===== src/rtl/mc_controlunit.sv =====
// Multi-cycle control unit for a small RV32I subset (addi/add/sub/lw/sw/beq/bne).
// Runs FETCH -> DECODE -> EXEC -> (MEM) -> (WB). A per-state wait counter
// bounds how long memory may stall. Illegal encodings and memory timeouts
// park the unit in TRAP with a sticky flag that only reset clears.
module mc_controlunit #(
  parameter int CNT_W   = 16,
  parameter int TIMEOUT = 15
) (
  input  logic             clk,
  input  logic             rst_n,
  input  logic [31:0]      instr,
  input  logic             EQ,
  input  logic             mem_ready,
  output logic             mem_req,
  output logic             mem_we,
  output logic             ir_we,
  output logic             pc_we,
  output logic             PCsrc,
  output logic             RegWrite,
  output logic [2:0]       ALUctrl,
  output logic             ALUsrc,
  output logic [1:0]       ImmSrc,
  output logic             ResultSrc,
  output logic             illegal,
  output logic             bus_err,
  output logic [CNT_W-1:0] instr_count
);

  localparam int WAIT_W = (TIMEOUT < 2) ? 1 : $clog2(TIMEOUT);

  typedef enum logic [2:0] {
    FETCH  = 3'd0,
    DECODE = 3'd1,
    EXEC   = 3'd2,
    MEM    = 3'd3,
    WB     = 3'd4,
    TRAP   = 3'd5
  } state_t;

  typedef struct packed {
    logic addi;
    logic add;
    logic sub;
    logic lw;
    logic sw;
    logic beq;
    logic bne;
  } dec_t;

  state_t              state, next;
  logic [WAIT_W-1:0]   wait_cnt;
  logic                run;       // low from reset until the first clock edge
  logic                set_ill, set_bus;
  logic                timeout_hit;
  dec_t                dec;
  logic                legal;

  logic [6:0] opcode;
  logic [2:0] funct3;
  logic [6:0] funct7;
  logic       unused_instr_bits;

  assign opcode = instr[6:0];
  assign funct3 = instr[14:12];
  assign funct7 = instr[31:25];
  // Register and immediate fields belong to the datapath, not the control unit.
  assign unused_instr_bits = ^{instr[24:15], instr[11:7]};

  // Instruction decode; anything not matched exactly is illegal.
  always_comb begin
    dec      = '0;
    dec.addi = (opcode == 7'h13) && (funct3 == 3'b000);
    dec.add  = (opcode == 7'h33) && (funct3 == 3'b000) && (funct7 == 7'h00);
    dec.sub  = (opcode == 7'h33) && (funct3 == 3'b000) && (funct7 == 7'h20);
    dec.lw   = (opcode == 7'h03) && (funct3 == 3'b010);
    dec.sw   = (opcode == 7'h23) && (funct3 == 3'b010);
    dec.beq  = (opcode == 7'h63) && (funct3 == 3'b000);
    dec.bne  = (opcode == 7'h63) && (funct3 == 3'b001);
  end

  assign legal = |dec;

  // Last allowed stall cycle: the count including this cycle equals TIMEOUT.
  assign timeout_hit = (wait_cnt == WAIT_W'(TIMEOUT - 1));

  // Next-state and Moore output decode (PCsrc also looks at EQ).
  always_comb begin
    next      = state;
    mem_req   = 1'b0;
    mem_we    = 1'b0;
    ir_we     = 1'b0;
    pc_we     = 1'b0;
    PCsrc     = 1'b0;
    RegWrite  = 1'b0;
    ALUctrl   = 3'b000;
    ALUsrc    = 1'b0;
    ImmSrc    = 2'b00;
    ResultSrc = 1'b0;
    set_ill   = 1'b0;
    set_bus   = 1'b0;
    case (state)
      FETCH: begin
        if (run) begin
          mem_req = 1'b1;
          if (mem_ready) begin
            ir_we = 1'b1;
            next  = DECODE;
          end else if (timeout_hit) begin
            next    = TRAP;
            set_bus = 1'b1;
          end
        end
      end
      DECODE: begin
        next    = legal ? EXEC : TRAP;
        set_ill = !legal;
      end
      EXEC: begin
        if (dec.addi) begin
          ALUsrc = 1'b1;
          next   = WB;
        end else if (dec.add || dec.sub) begin
          ALUctrl = dec.sub ? 3'b001 : 3'b000;
          next    = WB;
        end else if (dec.lw || dec.sw) begin
          ALUsrc = 1'b1;
          ImmSrc = dec.sw ? 2'b01 : 2'b00;
          next   = MEM;
        end else if (dec.beq || dec.bne) begin
          ALUctrl = 3'b001;
          ImmSrc  = 2'b10;
          pc_we   = 1'b1;
          PCsrc   = dec.beq ? EQ : !EQ;
          next    = FETCH;
        end else begin
          // instr is held stable from DECODE, so this is unreachable
          next = TRAP;
        end
      end
      MEM: begin
        mem_req = 1'b1;
        mem_we  = dec.sw;
        if (mem_ready) begin
          if (dec.sw) begin
            pc_we = 1'b1;
            next  = FETCH;
          end else begin
            next = WB;
          end
        end else if (timeout_hit) begin
          next    = TRAP;
          set_bus = 1'b1;
        end
      end
      WB: begin
        RegWrite  = 1'b1;
        pc_we     = 1'b1;
        ResultSrc = dec.lw;
        next      = FETCH;
      end
      TRAP: next = TRAP;
      default: next = FETCH;
    endcase
  end

  // State register plus the one-shot run flag that holds off mem_req in reset.
  always_ff @(posedge clk or negedge rst_n) begin
    if (!rst_n) begin
      state <= FETCH;
      run   <= 1'b0;
    end else begin
      state <= next;
      run   <= 1'b1;
    end
  end

  // Stall counter: clears on every state change, counts memory stall cycles.
  always_ff @(posedge clk or negedge rst_n) begin
    if (!rst_n) begin
      wait_cnt <= '0;
    end else if (next != state) begin
      wait_cnt <= '0;
    end else if (((state == FETCH) && run || (state == MEM)) && !mem_ready) begin
      wait_cnt <= wait_cnt + WAIT_W'(1);
    end
  end

  // Sticky trap flags.
  always_ff @(posedge clk or negedge rst_n) begin
    if (!rst_n) begin
      illegal <= 1'b0;
      bus_err <= 1'b0;
    end else begin
      if (set_ill) illegal <= 1'b1;
      if (set_bus) bus_err <= 1'b1;
    end
  end

  // Retired-instruction counter, wraps naturally.
  always_ff @(posedge clk or negedge rst_n) begin
    if (!rst_n)     instr_count <= '0;
    else if (pc_we) instr_count <= instr_count + CNT_W'(1);
  end

endmodule


===== config.mk =====
export PLATFORM = sky130hd
export DESIGN_NAME = mc_controlunit
export DESIGN_NICKNAME = d
export VERILOG_FILES = /design/src/rtl/mc_controlunit.sv
export SDC_FILE = /design/constraint.sdc
export NUM_CORES = 1
export LEC_CHECK = 0
export ABC_AREA = 1
export CAP_MARGIN = 20
export CORE_UTILIZATION = 43
export DETAILED_ROUTE_END_ITERATION = 16
export MAX_ROUTING_LAYER = met4
export PLACE_DENSITY = 0.8
export SETUP_SLACK_MARGIN = 0.2
export SLEW_MARGIN = 15
export SYNTH_ARGS = -nofsm -noshare
export SYNTH_HDL_FRONTEND = slang
export SYNTH_SLANG_ARGS = --single-unit

===== constraint.sdc =====
create_clock -name clk -period 2.35 [get_ports clk]
set_input_delay 0.5875 -clock clk [delete_from_list [all_inputs] [get_ports clk]]
set_output_delay 0.5875 -clock clk [all_outputs]
set_load 0.01 [all_outputs]

### After elaboration in Yosys (flattened, before gate mapping)

Index checks and enable logic that the tools add are counted.

| storage, ports and cells | value |
|---|---|
| bits in registers | 26 |
| word-level logic and storage cells | 100 |

| cells by class | value |
|---|---|
| add/subtract/negate cells | 2 |
| equal/unequal tests | 15 |
| muxes and demuxes | 55 |
| reduce and logical (&&, ||, !) cells | 22 |

Operators by type and width:

| cell | count |
|---|---|
| $mux 1 | 34 |
| $mux 3 | 10 |
| $eq 7x6->1 const B | 3 |
| $add 16x1->16 const B | 1 |
| $pmux 3 s5 | 1 |
| $logic_and 1x1->1 | 10 |
| $mux 2 | 5 |
| $eq 3x2->1 const B | 3 |
| $mux 4 | 2 |
| $eq 7x2->1 const B | 1 |
| $eq 7x5->1 const B | 1 |
| $eq 7x7->1 const B | 1 |
| $logic_not 7->1 | 1 |
| $reduce_or 7->1 | 1 |
| $eq 3x1->1 const B | 2 |
| $eq 3x3->1 const B | 2 |
| $logic_not 3->1 | 2 |
| $add 4x1->4 const B | 1 |
| $eq 4x4->1 const B | 1 |
| $logic_or 1x1->1 | 4 |
| $pmux 1 s2 | 2 |
| $logic_not 1->1 | 3 |
| $ne 3x3->1 | 1 |
| $pmux 1 s3 | 1 |
| $reduce_bool 2->1 | 1 |

### Depth between registers and ports, before layout

| logic depth | value |
|---|---|
| depth in word-level cells | 10 |
| gate-level depth with buffers | 13 |
| depth with buffers taken out | 13 |

### Least setup slack after synthesis

OpenSTA, ideal clock, no wires.

| timing path | value |
|---|---|
| kind | in2out |
| start | input instr[1] |
| end | output PCsrc |
| data arrival time | 1513 ps |
| data required time | 1762 ps |
| slack | 249 ps |
| stages | 9 |
| cells stage by stage | nand2_1 inv_1 nand2_1 nor2_2 a21oi_2 nand2_1 nor2_1 inv_1 nor2_1 |

| between the ends | value |
|---|---|
| cells in the longest elaborated chain, start to end | 8 |
| elaborated cells on any way between the ends | 22 |
| those cells by class | 5 x eq/ne; 6 x mux; 11 x reduce/logical |

Ends and longest elaborated chain:

| what | line | source |
|---|---|---|
| from (decl) | 11 | `input logic [31:0] instr,` |
| $eq 7x7->1 | 77, 78 |  |
| $logic_and 1x1->1, on equally long branches | 77, 78 |  |
| $mux 1 or $logic_or 1x1->1 (tied branches) | 133, 129 |  |
| $mux 1 | 129 | `end else if (dec.beq \|\| dec.bne) begin` |
| $mux 1 | 125 | `end else if (dec.lw \|\| dec.sw) begin` |
| $mux 1 | 122 | `end else if (dec.add \|\| dec.sub) begin` |
| $mux 1 * | 119 | `if (dec.addi) begin` |
| $mux 1 * | 101 | `case (state)` |
| to (decl) | 18 | `output logic PCsrc,` |

Every way passes the cells marked *; elsewhere a longest branch is shown, timed or not.

### Worst setup path after layout

| timing path | value |
|---|---|
| start | input instr[12] |
| end | output ALUctrl[0] |

| between the ends | value |
|---|---|
| cells in the longest elaborated chain, start to end | 8 |
| elaborated cells on any way between the ends | 20 |
| those cells by class | 2 x eq/ne; 6 x mux; 12 x reduce/logical |

Ends and longest elaborated chain:

| what | line | source |
|---|---|---|
| $eq 3x1->1 or $logic_not 3->1 (tied branches) | - |  |
| $logic_and 1x1->1, on equally long branches | 78, 77 |  |
| $logic_or 1x1->1 | 129 |  |
| $mux 1 | 129 |  |
| $mux 1 | 125 |  |
| $mux 1 | 122 |  |
| $mux 1 * | 119 |  |
| $mux 1 * | 101 |  |
| to (decl) | 20 | `output logic [2:0] ALUctrl,` |

Marked as above.

==> summary.md <==
| Metric | Value |
|---|---|
| P&R area growth vs syn | `54.55%` |
| Routed Antenna Nets | `0` |
| Peak supply drop | `0.6347 mV` |
| Clock slew seen by the registers of the worst setup and hold paths | `0.08 ns` |
| R2r setup slk | `0.58 ns` |
| Layout cell share with drive strength beyond 1 | `0.3514` |
| Die Wd | `about 64 um` |
| Worst hold path class | `flop to flop` |
| Starting density of the core | `0.4504` |
| Max-cap violations | `0` |
| PortBufs | `49` |
| Htree depth | `1` |
| Worst Setup SP | `instr[12]` |
| Worst Setup Path Type | `input pin to output pin` |
| Post-DP HPWL | `~3000 um` |
| # fillers | `roughly 280` |
| Area leader, netlist | `dfrtp_1` |
| Nets | `336` |
| Core Area | `approximately 0.0037 mm2` |
| Routed vias | `roughly 1.7k` |
| DRT Pass-1 Iters | `4` |
| Count of cell types in the netlist | `33` |
| Power Total | `0.001763 W` |
| DP Worst Slack | `-0.6791 ns` |
| Setup ws final | `0.1733 ns` |
| CP Launch Type | `input pin` |
| LEAKAGE | `1.245 nW` |
| CP arrival | `around 1.6 ns` |
| Post-synth EDFFs | `0` |
| Critical path, cell by cell | `buf_6 > nor2_4 > nand2_2 > nor2_4 > a21oi_4 > buf_4 > inv_2 > o21ai_1 > buf_2` |
| Wirelength per Cell | `12.19 um` |
| Pins Over Slew Limit | `0` |
| CP endpoint | `ALUctrl[0]` |
| CTS Buffer Depth | `2` |
| Worst-Skew Late Latency | `0.27 ns` |
| Power density over the cells | `691.7 mW/mm2` |
| DR iter-0 viols | `85` |
| Sequential fraction of the synthesis area | `0.3945` |
| Mean post-synth cell area | `7.706 um2` |
| Fin crit period | `2.177 ns` |
| Unrepaired setup endpoints after global routing | `true` |
| F_max | `approximately 0.46 GHz` |
| Final period util | `0.9262` |
| Crit path largest cell delay | `roughly 0.20 ns` |
| Worst reg2reg path endpoint | `instr_count[13]$_DFFE_PN0P_` |
| GPL Wtd Cong | `around 0.81` |
| Top_reg_cell synth | `dfrtp_1` |
| Final hold violation count | `0` |
| Hold Path Origin | `illegal$_DFFE_PN0P_` |
| Async S/R FF share, synth | `1.000` |
| Reg2reg start | `state[1]$_DFF_PN0_` |
| Ys Warns | `0` |
| Mapped cell area | `0.001649 mm2` |
| Critical Path Slowest Stage Cell | `nor2_4` |
| Die H | `63.93 um` |
| Routed vias/inst | `4.872` |
| CTS tree | `done` |
| Inserted Clock Buffers | `3` |
| I/O pins | `67` |
| First-pass GRT wire length | `between 6000 and 7000 um` |
| Most used cell along the critical path | `nor2_4` |
| Antenna fix cells | `0` |
| GRT overflow | `0` |
| Hold Buf Count CTS | `0` |
| Top cells by area, synth | `dfrtp_1, nand2_1, xor2_1` |
| Area fraction of the dominant cell type after synthesis | `0.3945` |
| Crit Path Max Fanout | `4` |
| Synth Instances | `around 210` |
| CTS root buf | `clkbuf_8` |
| Row count | `22` |
| CP endpoint kind | `output pin` |
| Worst reg2reg path depth | `8` |
| Clock sinks | `26` |
| DIE AREA | `roughly 0.0041 mm2` |
| Routed WL | `4195 um` |
| Crit path required time | `~1.8 ns` |
| Total GRT Usage | `0.2072` |
| Number of global-route vias before repair | `1594` |
| Synthesized flop and latch total | `26` |
| Final setup vio count | `0` |
| Largest net degree at the start of global routing | `27` |
| Antenna violations before repair | `0` |
| Status | `finished clean` |
| Setup Skew | `between 0.002 and 0.0025 ns` |
| DRC viols | `0` |
synthesized netlist by cell type (2+ instances only):
cell and number:
nand2_1 41, mux2_2 2, nor3_1 5, nand3_1 14
nand4_1 5, conb_1 2, nand4_2 2, dfrtp_1 26
nor2_1 31, ha_1 3, xnor2_1 3, inv_2 6
o21ai_0 7, nor2_2 2, xor2_1 16, a21oi_1 4
inv_1 26, o21ai_1 2, buf_4 2, nand3_2 2
sequential cells by signal, summed over array words and instances, names as in the netlist:
register	cells
bus_err	1
state	3
instr_count	16
run	1
illegal	1
wait_cnt	4
worst min-delay path by stage:
| stage | depth (start not counted) | endpoint | slack [ns] |
|---|---|---|---|
| 3_3_place_gp | 2 | illegal$_DFFE_PN0P_ | 0.45 |
| 4_1_cts | 2 | illegal$_DFFE_PN0P_ | 0.48 |
| 5_1_grt | 1 | instr_count[15]$_DFFE_PN0P_ | 0.51 |
| 2_1_floorplan | 0 | bus_err$_DFFE_PN0P_ | 0.29 |
| 3_5_place_dp | 2 | illegal$_DFFE_PN0P_ | 0.46 |
| 6_report | 2 | illegal$_DFFE_PN0P_ | 0.47 |
worst max-delay path: cells and delay by family:
| kind | cells | cell delay, ns |
|---|---|---|
| AOI/OAI and AO/OA | 2 | 0.15 |
| and+or+nand+nor | 3 | 0.41 |
| buffers and inverters | 4 | 0.44 |
power breakdown:
part,switching (W),leakage [nW],internal (W)
clock,0.000134,0.0357,0.000228
sequential,0.000101,0.339,0.000531
combinational,0.000418,0.870,0.000351
placed cells by master (no fill, tap or decap), drive strengths merged:
cell type,count
a21boi,1
a21o,1
a21oi,5
and3,1
buf,49
bufinv,1
clkbuf,8
clkdlybuf4s50,22
conb,3
dfrtp,26
dlygate4sd2,4
ha,3
inv,32
mux2,2
nand2,42
nand3,16
nand3b,1
nand4,7
nor2,33
nor3,6
nor3b,1
nor4,1
o211ai,1
o21ai,9
o21bai,1
o22a,1
xnor2,3
xor2,16
repair_timing:
action / CTS / global route
cloned: 0 / 0
buffers inserted: 6 / 1
pin swaps: 18 / 21
endpoints found under the setup margin: 22 / 7
gates resized for setup: 106 / 33
logic make-up after synthesis:
logic type,synth area share
AND/OR/NAND/NOR,0.3020
buffers and inverters,0.08497
flip-flops,0.3945
AO/OA/AOI/OAI,0.07664
XOR/XNOR,0.1009
adder cells (fa/ha/maj),0.02276
other,0.004554
multiplexers,0.01366
metrics by stage:
step	TNS (ns)	cell area [um2]	utilization	hold slack [ns]	cells
after floorplan	0	1653	-	0.2919	215
after global placement	-5.600	2364	0.6456	0.4527	333
after detailed placement	-6.370	2364	0.6456	0.4555	333
after CTS	0	2466	0.6736	0.4768	343
after global routing	0	2549	0.6962	0.5108	344
final	0	2549	0.6962	0.4735	344
final cells by class:
type / count / area (um2) / area share
inverters: 32 / 122.6 / 0.04811
repair buffers: 80 / 668.1 / 0.2622
flip-flops and latches: 26 / 650.6 / 0.2553
clock buffers: 3 / 41.29 / 0.01620
well taps: 48 / 60.06 / 0.02356
multi-input cells: 154 / 975.9 / 0.3829
clock inverters: 1 / 30.03 / 0.01178
layer usage:
| metal | vias to the layer above | GRT usage | share of wire |
|---|---|---|---|
| li1 | 840 | - | - |
| met1 | 767 | 0.2376 | 0.42 |
| met2 | 58 | 0.3737 | 0.51 |
| met3 | 11 | 0.03036 | 0.049 |
| met4 | 0 | 0.05682 | 0.016 |
| met5 | - | - | 0 |
(Power assumes the default switching activity.)
